$ cat src/rtl/bc1_decode_scheduler.sv
// ---------------------------------------------------------------------------
// bc1_decode_scheduler
//
// Shares a single BC1 block decoder between NUM_REQ texture-cache/TMU
// requesters. A round-robin arbiter picks one requester at a time. The
// scheduler hands that requester's 64-bit block to the decoder. It then
// watches the 16-texel stream coming back and forwards each texel,
// registered and tagged, to the requester that owns it. Only one block is
// in flight at any time, so the arbiter stays idle until the current block
// finishes or times out.
//
// Ports
//   clk, rstn                  clock, asynchronous active-low reset
//   req_valid / req_ready      per-requester request, one-hot accept
//   req_block / req_tag        flattened blocks (64b each) and tags (TAG_W each)
//   dec_valid / dec_ready      block handoff to the decoder
//   dec_block                  block presented to the decoder
//   dec_pix_valid              decoder texel beat
//   dec_pix_index, dec_rgb,    texel index, RGB888 colour and transparent
//   dec_alpha                  flag from the decoder
//   out_valid                  registered texel output
//   out_id, out_tag            owning requester and its tag
//   out_index, out_rgb,        forwarded texel fields
//   out_alpha
//   out_last                   high with the 16th texel of a block
//   busy                       scheduler not idle
//   err_timeout                one-cycle pulse when a stream is abandoned
//   err_seq                    sticky flag for an out-of-order texel index
// ---------------------------------------------------------------------------
module bc1_decode_scheduler #(
    parameter int NUM_REQ = 4,
    parameter int TAG_W   = 8,
    parameter int TIMEOUT = 64
) (
    input  logic                       clk,
    input  logic                       rstn,
    input  logic [NUM_REQ-1:0]         req_valid,
    output logic [NUM_REQ-1:0]         req_ready,
    input  logic [NUM_REQ*64-1:0]      req_block,
    input  logic [NUM_REQ*TAG_W-1:0]   req_tag,
    output logic                       dec_valid,
    output logic [63:0]                dec_block,
    input  logic                       dec_ready,
    input  logic                       dec_pix_valid,
    input  logic [3:0]                 dec_pix_index,
    input  logic [23:0]                dec_rgb,
    input  logic                       dec_alpha,
    output logic                       out_valid,
    output logic [$clog2(NUM_REQ)-1:0] out_id,
    output logic [TAG_W-1:0]           out_tag,
    output logic [3:0]                 out_index,
    output logic [23:0]                out_rgb,
    output logic                       out_alpha,
    output logic                       out_last,
    output logic                       busy,
    output logic                       err_timeout,
    output logic                       err_seq
);

    localparam int IDW = $clog2(NUM_REQ);
    localparam int CW  = $clog2(TIMEOUT);
    localparam logic [CW-1:0]  IDLE_MAX = CW'(TIMEOUT - 1);
    localparam logic [IDW-1:0] LAST_ID  = IDW'(NUM_REQ - 1);

    typedef enum logic [1:0] {
        IDLE,
        ISSUE,
        STREAM
    } state_t;

    state_t             state_q;
    logic [IDW-1:0]     rr_ptr_q;
    logic [IDW-1:0]     rr_ptr_d;
    logic [IDW-1:0]     id_q;
    logic [TAG_W-1:0]   tag_q;
    logic [63:0]        blk_q;
    logic               dec_valid_q;
    logic [3:0]         beat_cnt_q;
    logic [CW-1:0]      idle_cnt_q;
    logic               out_valid_q;
    logic [IDW-1:0]     out_id_q;
    logic [TAG_W-1:0]   out_tag_q;
    logic [3:0]         out_index_q;
    logic [23:0]        out_rgb_q;
    logic               out_alpha_q;
    logic               out_last_q;
    logic               err_timeout_q;
    logic               err_seq_q;

    logic [63:0]        blk_arr [NUM_REQ];
    logic [TAG_W-1:0]   tag_arr [NUM_REQ];
    logic               grant_vld;
    logic [IDW-1:0]     grant_idx;
    logic               grant_fire;

    // First requesting port at or after ptr, wrapping; result is {found, index}.
    function automatic logic [IDW:0] pick(input logic [NUM_REQ-1:0] v,
                                          input logic [IDW-1:0]     ptr);
        logic           found;
        logic [IDW-1:0] sel;
        logic [IDW-1:0] cand;
        int             idx;
        found = 1'b0;
        sel   = '0;
        for (int k = 0; k < NUM_REQ; k++) begin
            idx  = (int'(ptr) + k) % NUM_REQ;
            cand = IDW'(idx);
            if (!found && v[cand]) begin
                found = 1'b1;
                sel   = cand;
            end
        end
        return {found, sel};
    endfunction

    always_comb begin
        for (int i = 0; i < NUM_REQ; i++) begin
            blk_arr[i] = req_block[i*64 +: 64];
            tag_arr[i] = req_tag[i*TAG_W +: TAG_W];
        end
    end

    always_comb begin
        {grant_vld, grant_idx} = pick(req_valid, rr_ptr_q);
    end

    // A grant only happens from IDLE when the decoder can take the block
    // right away, so the accepted block goes straight into the ISSUE register.
    assign grant_fire = (state_q == IDLE) && dec_ready && grant_vld;

    always_comb begin
        req_ready = '0;
        if (grant_fire) begin
            req_ready[grant_idx] = 1'b1;
        end
    end

    // Priority moves to the port after the one just served, whether the
    // block completed or was abandoned.
    assign rr_ptr_d = (id_q == LAST_ID) ? '0 : id_q + 1'b1;

    always_ff @(posedge clk or negedge rstn) begin
        if (!rstn) begin
            state_q       <= IDLE;
            rr_ptr_q      <= '0;
            id_q          <= '0;
            tag_q         <= '0;
            blk_q         <= '0;
            dec_valid_q   <= 1'b0;
            beat_cnt_q    <= '0;
            idle_cnt_q    <= '0;
            out_valid_q   <= 1'b0;
            out_id_q      <= '0;
            out_tag_q     <= '0;
            out_index_q   <= '0;
            out_rgb_q     <= '0;
            out_alpha_q   <= 1'b0;
            out_last_q    <= 1'b0;
            err_timeout_q <= 1'b0;
            err_seq_q     <= 1'b0;
        end else begin
            out_valid_q   <= 1'b0;
            out_last_q    <= 1'b0;
            err_timeout_q <= 1'b0;
            case (state_q)
                IDLE: begin
                    if (grant_fire) begin
                        blk_q       <= blk_arr[grant_idx];
                        tag_q       <= tag_arr[grant_idx];
                        id_q        <= grant_idx;
                        dec_valid_q <= 1'b1;
                        state_q     <= ISSUE;
                    end
                end
                ISSUE: begin
                    if (dec_ready) begin
                        dec_valid_q <= 1'b0;
                        beat_cnt_q  <= '0;
                        idle_cnt_q  <= '0;
                        state_q     <= STREAM;
                    end
                end
                STREAM: begin
                    if (dec_pix_valid) begin
                        // A mis-ordered texel is flagged but still forwarded.
                        out_valid_q <= 1'b1;
                        out_id_q    <= id_q;
                        out_tag_q   <= tag_q;
                        out_index_q <= dec_pix_index;
                        out_rgb_q   <= dec_rgb;
                        out_alpha_q <= dec_alpha;
                        idle_cnt_q  <= '0;
                        beat_cnt_q  <= beat_cnt_q + 4'd1;
                        if (dec_pix_index != beat_cnt_q) begin
                            err_seq_q <= 1'b1;
                        end
                        if (beat_cnt_q == 4'd15) begin
                            out_last_q <= 1'b1;
                            rr_ptr_q   <= rr_ptr_d;
                            state_q    <= IDLE;
                        end
                    end else if (idle_cnt_q == IDLE_MAX) begin
                        err_timeout_q <= 1'b1;
                        rr_ptr_q      <= rr_ptr_d;
                        state_q       <= IDLE;
                    end else begin
                        idle_cnt_q <= idle_cnt_q + CW'(1);
                    end
                end
                default: begin
                    state_q <= IDLE;
                end
            endcase
        end
    end

    assign dec_valid   = dec_valid_q;
    assign dec_block   = blk_q;
    assign out_valid   = out_valid_q;
    assign out_id      = out_id_q;
    assign out_tag     = out_tag_q;
    assign out_index   = out_index_q;
    assign out_rgb     = out_rgb_q;
    assign out_alpha   = out_alpha_q;
    assign out_last    = out_last_q;
    assign busy        = (state_q != IDLE);
    assign err_timeout = err_timeout_q;
    assign err_seq     = err_seq_q;

endmodule

$ cat config.mk
export PLATFORM = sky130hd
export DESIGN_NAME = bc1_decode_scheduler
export DESIGN_NICKNAME = d
export VERILOG_FILES = /design/src/rtl/bc1_decode_scheduler.sv
export SDC_FILE = /design/constraint.sdc
export NUM_CORES = 1
export LEC_CHECK = 0
export ABC_AREA = 1
export BUFFER_PORTS_ARGS = -buffer_cell sky130_fd_sc_hd__buf_2
export CORE_MARGIN = 10
export CORE_UTILIZATION = 35
export DETAILED_ROUTE_END_ITERATION = 7
export PLACE_DENSITY = 0.76
export RECOVER_POWER = 100
export SLEW_MARGIN = 10
export SYNTH_ARGS = -nofsm -noshare
export SYNTH_HDL_FRONTEND = slang
export SYNTH_SLANG_ARGS = --single-unit
$ cat constraint.sdc
create_clock -name clk -period 4 [get_ports clk]
set_clock_uncertainty 0.1 [all_clocks]
set_input_delay 0.4 -clock clk [delete_from_list [all_inputs] [get_ports clk]]
set_output_delay 0.4 -clock clk [all_outputs]
set_load 0.02 [all_outputs]
-- Yosys cells after proc, flatten, opt, wreduce, memory -nomap -nowiden
Index checks and enable logic that the tools add are counted.
- multiplexer cells: 53
- reductions and logical operators: 22
- magnitude comparators: 7
- bitwise operators: 1
- equal/unequal tests: 13
- $add $sub $neg: 6
- operators by type and width (operator ; number):
    binary-select mux 64 bit (select 2 bit) ; 1
    two-way mux 64 bit ; 2
    two-way mux 2 bit ; 13
    two-way mux 1 bit ; 19
    two-way mux 6 bit ; 3
    binary-select mux 8 bit (select 2 bit) ; 1
    two-way mux 8 bit ; 2
    less-than comparator 2 x 3 -> 1 bit, second input constant ; 5
    AND reduction 3 bit ; 5
    two-way mux 4 bit ; 3
    case mux 6 bit (2 select lines) ; 1
    inequality test 3 bit, second input constant ; 3
    binary-select mux 1 bit (select 2 bit) ; 4
    case mux 4 bit (2 select lines) ; 1
    nonzero test 2 bit ; 4
    adder 6 x 1 -> 6 bit, second input constant ; 1
    equality test 6 bit, second input constant ; 1
    logical AND 1 bit ; 6
    inequality test 2 bit, second input constant ; 3
    case mux 2 bit (3 select lines) ; 1
    adder 2 x 1 -> 2 bit, second input constant ; 2
    adder 2 bit, second input constant ; 2
    adder 4 x 1 -> 4 bit, second input constant ; 1
    equality test 2 bit, second input constant ; 2
    13 further kinds ; 16
- output and inout bits: 113
- register bits: 132
- logic and storage cells: 119
- input bits: 325

-- Longest topological paths before layout
Gate-level depths: netlist of the first run.
- word-level depth: 17
- mapped depth: 19
- gate-level depth less buffers: 15

-- Worst setup path before layout of the first run
No wires, ideal clock.
- path kind: register -> output
- start: reg rr_ptr_q[0]
- end: out req_ready[0]
- stages on the path, launching flop included: 14
- setup slack: 1418 ps
- data arrival time: 2082 ps
- buffers on the path: 4
- path through: dfrtp_1 > buf_4 > inv_4 > nand2_1 > nand3_1 > nand2_1 > inv_1 > nand3_2 > nand3_1 > buf_4 > buf_6 > buf_6 > inv_2 > nor3_1
- cells in the longest elaborated chain, start to end: 17
- elaborated cells on any way between the ends: 32
- RTL lines (what ; line ; text):
    start, declared ; 72 ; logic [IDW-1:0] rr_ptr_q;
    start signal, assigned ; 199 ; rr_ptr_q <= rr_ptr_d;
    start signal, assigned ; 204 ; rr_ptr_q <= rr_ptr_d;
    parallel branches: the longest is 16 deep, another holds less-than comparator 2 x 3 -> 1 bit ; -- ;
    two-way mux 4 bit (*) ; 133 ; if (grant_fire) begin
    end, declared ; 38 ; output logic [NUM_REQ-1:0] req_ready,
Mark *: on every way between the ends. The select of a mux whose other input is x is not followed.

-- Final worst setup path of the first run
Ends and elaborated chain as after synthesis.

==> flow_metrics.py, run 1 <==
metrics = {
    "hold_path": {
        "worstHoldPathType": "primary input to register",
    },
    "clocking": {
        "htree_levels": 4,
        "tritoncts_clock_tree": "built",
        "cell_at_the_root_of_the_clock_tree": "sky130_fd_sc_hd__clkbuf_16",
        "max-clock-path-buffers": 2,
        "number_of_post_cts_setup_repair_buffers": 0,
        "cts_hold_buffers": 0,
        "worstSkewPairLatency_ps": 410,
        "cts_repair_resize_count": 0,
        "tritoncts_buffers": 17,
        "worst_setup_hold_path_clk_slew_ps": 60,
        "clock_sink_count": 132,
    },
    "die": {
        "die_y_um": 177,
        "io-pin-count": 438,
        "area_of_the_core_region_sq_um": 24200,
        "floorplan.rows": 57,
        "die-width_um": 177,
        "die_area_sq_um": 31200,
        "initial_standard_cell_utilization_of_the_core": 0.354,
    },
    "power": {
        "p_sw_uw": 3190,
        "p_sw_frac": 0.461,
        "combPwrFrac": 0.443,
        "clock_power_share": 0.233,
        "power_density_nw_per_um2": 610,
        "seq_power_share": 0.323,
        "internal-power_uw": 3730,
        "vdd.ir_drop.worst_uv": 268,
        "static-leakage-power_uw": 0.00668,
    },
    "routing": {
        "avgRoutedWirePerCell_um": 17.0,
        "ant_nets": 0,
        "postRouteWirelength_um": 35400,
        "drt_drc_violations_left": 0,
        "avgViaCountPerCell": 5.01,
        "drt-initial-drc-count": 902,
        "drt_pre_antenna_iters": 8,
        "routed-via-count": 10440,
    },
    "status": {
        "run_status": "finished with violations",
        "failing_checks": "capacitance limit, slew limit",
    },
    "synth": {
        "synthTopCellsByArea": "sky130_fd_sc_hd__nand2_1, sky130_fd_sc_hd__dfrtp_1, sky130_fd_sc_hd__nand4_1, sky130_fd_sc_hd__buf_2, sky130_fd_sc_hd__clkbuf_1",
        "synth_commonest_cells": "sky130_fd_sc_hd__nand2_1, sky130_fd_sc_hd__nand4_1, sky130_fd_sc_hd__dfrtp_1",
        "synth-seq-area-share": 0.385,
        "synth-edff-count": 0,
        "post_synth_num_cell_types": 26,
        "synth_top_cell_by_area": "sky130_fd_sc_hd__nand2_1",
        "synthesis.nets": 1699,
        "post_synthesis_async_set_or_reset_flop_share": 1.00,
        "synth.most_common_cell": "sky130_fd_sc_hd__nand2_1",
        "syn_area_per_cell_sq_um": 6.26,
        "area_fraction_of_the_dominant_cell_type_after_synthesis": 0.389,
        "post_synth_inst_count": 1371,
        "synth_area_sq_um": 8580,
        "synth_top_flop_cell": "sky130_fd_sc_hd__dfrtp_1",
        "yosysWarnings": 0,
        "synth.ff_latch_count": 132,
    },
    "placement": {
        "dp.final_hpwl_um": 26300,
        "io_buffer_count": 437,
        "gp_weighted_congestion": 0.921,
        "place.detailed.instances": 2047,
    },
    "sta": {
        "setup-tns-final_ps": 0,
        "slew_headroom": -0.671,
        "unrepaired_setup_endpoints_after_global_routing": "no",
        "setup_viol_count_final": 0,
        "final_max_slew_viol_count": 143,
        "hold_viol": 0,
        "worst_slew_pin_slew_ps": 2510,
        "whs_ps": 87.6,
        "timing.fmax_mhz": 279,
        "finalCriticalPeriod_ps": 3580,
        "period_share": 0.895,
    },
    "global_route": {
        "grt.total_usage": 0.213,
        "grt_start_max_net_pins": 115,
        "grt_antenna_before_repair": 9,
        "wire_length_of_the_first_global_routing_pass_um": 53800,
        "grt_pass1_vias": 9865,
        "congestion_overflow_gr": 0,
    },
    "worst_setup_path": {
        "cp_max_fo": 34,
        "critPathRequiredTime_ps": 3500,
        "crit_path_start_kind": "register",
        "cp.arrival_ps": 3080,
        "worst_setup_path_end_kind": "primary output",
        "critPathKind": "register to primary output",
        "worst-r2r-setup-slack_ps": 640,
    },
    "cells_and_area": {
        "register_area_sq_um": 3300,
        "multi_input_area_sq_um": 4690,
        "layout-drive-gt1-share": 0.219,
        "layout.filler_cells": 2655,
        "layout.nets": 2070,
        "final_core_util": 0.467,
        "finalNonFillerCells": 2082,
        "synthToLayoutAreaGrowth_pct": 32.0,
    },
    "flow_run": {
        "maxCapViolCount": 2,
    },
}
==> layout make-up <==
| class | instances | share of cell area |
|---|---|---|
| inverters | 30 | 0.0102 |
| multi-input cells | 1106 | 0.414 |
| well taps | 324 | 0.0358 |
| repair buffers | 455 | 0.195 |
| clock inverters | 14 | 0.0148 |
| clock buffers | 18 | 0.0388 |
| diodes | 3 | 0.000662 |
| flip-flops and latches | 132 | 0.291 |
==> state kept, by name, summed over array words and instances (netlist names), 4 cells and up <==
| name | cells |
|---|---|
| dec_block | 64 |
| beat_cnt_q | 4 |
| out_rgb | 24 |
| tag_q | 8 |
| idle_cnt_q | 6 |
| out_index | 4 |
| out_tag | 8 |
==> critical path, cell delays in order, from the launching register on <==
cell                      delay, ps
sky130_fd_sc_hd__dfrtp_1        580
sky130_fd_sc_hd__inv_4          120
sky130_fd_sc_hd__nand2_1         90
sky130_fd_sc_hd__nand2_1        100
sky130_fd_sc_hd__nand2_1         70
sky130_fd_sc_hd__nand2_1         50
sky130_fd_sc_hd__nand2_1         90
sky130_fd_sc_hd__nand3_2        630
sky130_fd_sc_hd__nand3_4        370
sky130_fd_sc_hd__inv_1          130
sky130_fd_sc_hd__nor3_1         220
sky130_fd_sc_hd__buf_2          210
==> power groups by stage <==
stage | sequential [uW] | clock (uW) | combinational (uW)
global placement | 2210 | 0 | 3170
CTS | 2220 | 1650 | 3230
finish | 2240 | 1610 | 3070
detailed placement | 2220 | 0 | 3220
global route | 2300 | 1720 | 3430
floorplan | 2770 | 0 | 1470
==> layout by cell type, fill, tap and decap left out <==
cell type	netlist	routed
sky130_fd_sc_hd__nand3_1	14	12
sky130_fd_sc_hd__nand2_1	889	888
sky130_fd_sc_hd__clkbuf_8	0	1
sky130_fd_sc_hd__clkbuf_1	33	114
sky130_fd_sc_hd__nand2_2	1	1
sky130_fd_sc_hd__nand3_4	0	3
sky130_fd_sc_hd__inv_6	0	3
sky130_fd_sc_hd__diode_2	0	3
sky130_fd_sc_hd__nand2_4	0	1
sky130_fd_sc_hd__xnor2_1	5	5
sky130_fd_sc_hd__buf_2	51	325
sky130_fd_sc_hd__clkinv_4	0	3
sky130_fd_sc_hd__o21ai_0	12	12
sky130_fd_sc_hd__a31oi_1	1	1
sky130_fd_sc_hd__xor2_1	1	1
sky130_fd_sc_hd__inv_1	26	26
sky130_fd_sc_hd__nand3b_1	1	1
sky130_fd_sc_hd__a21oi_1	7	7
sky130_fd_sc_hd__dfrtp_1	132	132
sky130_fd_sc_hd__buf_12	0	3
sky130_fd_sc_hd__clkbuf_2	0	3
sky130_fd_sc_hd__nor2_2	1	1
sky130_fd_sc_hd__inv_4	1	1
sky130_fd_sc_hd__clkbuf_16	0	17
sky130_fd_sc_hd__nor4_1	1	1
sky130_fd_sc_hd__nor3_1	3	3
sky130_fd_sc_hd__a21o_1	1	1
sky130_fd_sc_hd__inv_8	0	4
sky130_fd_sc_hd__nor2_1	17	17
sky130_fd_sc_hd__nand3_2	2	1
sky130_fd_sc_hd__ha_1	3	3
sky130_fd_sc_hd__clkinv_2	0	2
sky130_fd_sc_hd__buf_4	3	10
sky130_fd_sc_hd__inv_2	3	3
sky130_fd_sc_hd__bufinv_16	0	2
sky130_fd_sc_hd__nand4_1	147	147
==> logic make-up after synthesis <==
kind of cell | count (synthesis) | share of synthesized area
AO/OA/AOI/OAI | 21 | 0.0127
adder cells (fa/ha/maj) | 3 | 0.00437
AND/OR/NAND/NOR | 1076 | 0.519
flip-flops | 132 | 0.385
XOR/XNOR | 6 | 0.00612
buffers and inverters | 133 | 0.0733
==> path summary, 6_finish.rpt <==
kind,cells after the start,endpoint,start
max in group asynchronous,2,id_q[1]$_DFFE_PN0P_,rstn
min in group asynchronous,1,out_rgb[16]$_DFFE_PN0P_,rstn
hold reg to reg,1,err_seq$_DFFE_PN0P_,err_seq$_DFFE_PN0P_
setup / recovery,11,req_ready[0],rr_ptr_q[0]$_DFFE_PN0P_
setup reg to reg,15,dec_block[60]$_DFFE_PN0P_,rr_ptr_q[0]$_DFFE_PN0P_
hold / removal,3,out_alpha$_DFFE_PN0P_,dec_alpha
==> metrics by stage <==
| step | worst slack [ps] | power, uW | instance area (sq um) |
|---|---|---|---|
| floorplan | 1420 | 4240 | 8580 |
| global placement | 1070 | 5380 | 10900 |
| detailed placement | 954 | 5450 | 10900 |
| CTS | 504 | 7100 | 11500 |
| finish | 422 | 6920 | 11300 |
| global route | 183 | 7460 | 11300 |
==> layer usage <==
metal  part of all wire  GRT usage
met1               0.42      0.272
met3              0.083     0.0626
met5             0.0018          0
met2               0.47      0.341
met4              0.019     0.0655
Note: power is estimated with default switching activity, not from simulation.
==> run 2, diff against run 1 <==
==> constraint.sdc (replaced) <==
create_clock -name clk -period 4.05 [get_ports clk]
set_clock_uncertainty 0.1 [all_clocks]
set_input_delay 0.405 -clock clk [delete_from_list [all_inputs] [get_ports clk]]
set_output_delay 0.405 -clock clk [all_outputs]
set_load 0.02 [all_outputs]
==> run 2 against run 1 <==
The flow still finishes with violations (capacitance limit, slew limit). Sequential cell count unchanged. Power down 2.1%. Largest cell class unchanged. Global-route usage up 0.069 points. Sequential power down 2%. Worst setup slack better by 83 ps. Clock power down 4%. Non-clock buffer count unchanged.
==> flow_metrics.py, run 2 (synthesis results as in run 1) <==
metrics = {
    "status": {
        "run_status": "finished with violations",
        "failing_checks": "capacitance limit, slew limit",
    },
    "placement": {
        "dp.final_hpwl_um": 26500,
        "dpl-instance-area_sq_um": 10900,
        "io_buffer_count": 437,
        "place.detailed.instances": 2046,
        "gp_weighted_congestion": 0.931,
    },
    "worst_setup_path": {
        "timing.critical_path.max_delay_family": "simple AND/OR/NAND/NOR gates",
        "cp_max_fo": 40,
        "crit_path_cell_trace": "inv_4 > nand2_1 > nand3_1 > nand2_1 > inv_1 > nand3_1 > nand3_4 > inv_2 > nand2_1 > nor2_1 > clkbuf_1",
        "timing.critical_path.slowest_cell_delay_ps": 570,
        "critical_path.startpoint": "rr_ptr_q[0]$_DFFE_PN0P_",
        "slowest_stage": "sky130_fd_sc_hd__dfrtp_1",
        "cp.arrival_ps": 3040,
        "worstReg2RegStart": "rr_ptr_q[0]$_DFFE_PN0P_",
        "worst_setup_path_end_kind": "primary output",
        "critical_path_buf_inv_count": 4,
        "critPathRequiredTime_ps": 3540,
        "critPathKind": "register to primary output",
        "crit_path_start_kind": "register",
        "timing.critical_path.mode_cell": "sky130_fd_sc_hd__nand2_1",
    },
    "die": {
        "die-width_um": 177,
        "initial_standard_cell_utilization_of_the_core": 0.354,
        "area_of_the_core_region_sq_um": 24200,
        "die_y_um": 177,
        "floorplan.rows": 57,
        "io-pin-count": 438,
        "die_area_sq_um": 31200,
    },
    "global_route": {
        "grt_pass1_vias": 9782,
        "congestion_overflow_gr": 0,
        "grt_antenna_before_repair": 6,
        "wire_length_of_the_first_global_routing_pass_um": 53800,
        "grt_start_max_net_pins": 82,
        "grt.total_usage": 0.214,
    },
    "routing": {
        "drt_drc_violations_left": 0,
        "drt-initial-drc-count": 748,
        "avgViaCountPerCell": 4.99,
        "drt_pre_antenna_iters": 6,
        "routed-via-count": 10399,
        "avgRoutedWirePerCell_um": 16.9,
        "postRouteWirelength_um": 35200,
        "ant_nets": 0,
    },
    "cells_and_area": {
        "largest_register_ffs": 64,
        "synthToLayoutAreaGrowth_pct": 31.7,
        "layout.filler_cells": 2602,
        "finalNonFillerCells": 2083,
        "layout-drive-gt1-share": 0.217,
        "multi_input_area_sq_um": 4670,
        "most_common_library_cell_in_the_layout_ignoring_fill_and_taps": "sky130_fd_sc_hd__nand2_1",
        "layout.cell_area.non_filler_sq_um": 11300,
        "layout.cells.most_common_list": "sky130_fd_sc_hd__nand2_1, sky130_fd_sc_hd__buf_2, sky130_fd_sc_hd__nand4_1",
        "layout.nets": 2070,
        "register_area_sq_um": 3300,
        "final_core_util": 0.466,
    },
    "power": {
        "p_sw_frac": 0.459,
        "p_sw_uw": 3110,
        "static-leakage-power_uw": 0.00665,
        "power_density_nw_per_um2": 599,
        "vdd.ir_drop.worst_uv": 266,
        "internal-power_uw": 3660,
        "seq_power_share": 0.325,
        "clock_power_share": 0.230,
        "combPwrFrac": 0.446,
    },
    "clocking": {
        "max-clock-path-buffers": 2,
        "tritoncts_clock_tree": "built",
        "worst_setup_hold_path_clk_slew_ps": 70,
        "cell_at_the_root_of_the_clock_tree": "sky130_fd_sc_hd__clkbuf_16",
        "htree_levels": 4,
        "worstSkewPairLatency_ps": 420,
        "tritoncts_buffers": 17,
        "clock_sink_count": 132,
    },
    "sta": {
        "setup_viol_count_final": 0,
        "whs_ps": 82.0,
        "worst_slew_pin_slew_ps": 1750,
        "slew_headroom": -0.169,
        "setup-tns-final_ps": 0,
        "unrepaired_setup_endpoints_after_global_routing": "no",
        "finalCriticalPeriod_ps": 3550,
        "period_share": 0.875,
        "timing.fmax_mhz": 282,
        "final_max_slew_viol_count": 106,
        "hold_viol": 0,
    },
    "hold_path": {
        "worstHoldPathType": "primary input to register",
        "hold_start": "dec_rgb[1]",
    },
    "flow_run": {
        "maxCapViolCount": 2,
    },
}
run 2: cell count changes in the layout (fill, tap and decap cells not counted), sizes merged:
| cell | previous run | this run |
|---|---|---|
| dlygate4sd3 | 0 | 1 |
| clkbuf | 135 | 137 |
| clkinvlp | 0 | 2 |
| diode | 3 | 4 |
| buf | 338 | 336 |
| inv | 37 | 34 |
run 2: worst paths after layout:
path                                              to  slack [ps]  depth (start not counted)
min                           out_rgb[1]$_DFFE_PN0P_          80                          3
max                                     req_ready[1]         500                         11
max in group asynchronous    out_rgb[21]$_DFFE_PN0P_        1880                          3
min in group asynchronous  dec_block[47]$_DFFE_PN0P_         840                          2
min reg2reg                      err_seq$_DFFE_PN0P_         360                          1
max reg2reg                     tag_q[0]$_DFFE_PN0P_         630                         15
run 2: layer usage:
layer	vias to the layer above	GRT usage	share of wire
met5	-	0	0.00077
met4	4	0.0487	0.015
met3	52	0.0598	0.081
met2	464	0.350	0.48
met1	4770	0.275	0.42
li1	5109	-	-
run 2: final cells by class:
class / instances / area share
clock inverters: 13 / 0.0129
flip-flops and latches: 132 / 0.292
well taps: 324 / 0.0359
inverters: 30 / 0.0102
clock buffers: 19 / 0.0392
repair buffers: 455 / 0.196
diodes: 4 / 0.000885
multi-input cells: 1106 / 0.413
run 2: tightest hold or removal path, cell delays in order:
cell and delay [ps]:
sky130_fd_sc_hd__buf_2 70, sky130_fd_sc_hd__nand2_1 40, sky130_fd_sc_hd__nand2_1 50
run 2: repair_timing:
| item | in CTS | in global routing |
|---|---|---|
| hold endpoints to repair | 63 | 0 |
| hold buffers | 1 | 0 |
| setup buffers | 0 | 0 |
| resized for setup | 0 | 0 |
| setup endpoints to repair | 0 | 0 |
run 2: stage by stage:
step / setup slack, ps / total power (uW)
after floorplan: 1460 / 4190
after global placement: 1120 / 5310
after detailed placement: 1040 / 5380
after CTS: 574 / 6970
after global routing: 241 / 7310
final: 504 / 6770
run 2: power groups by stage:
stage	Combinational [uW]	Sequential (uW)	Clock [uW]
6_report	3020	2200	1550
2_1_floorplan	1450	2730	0
4_1_cts	3200	2180	1590
3_3_place_gp	3140	2180	0
3_5_place_dp	3200	2190	0
5_1_grt	3380	2270	1660
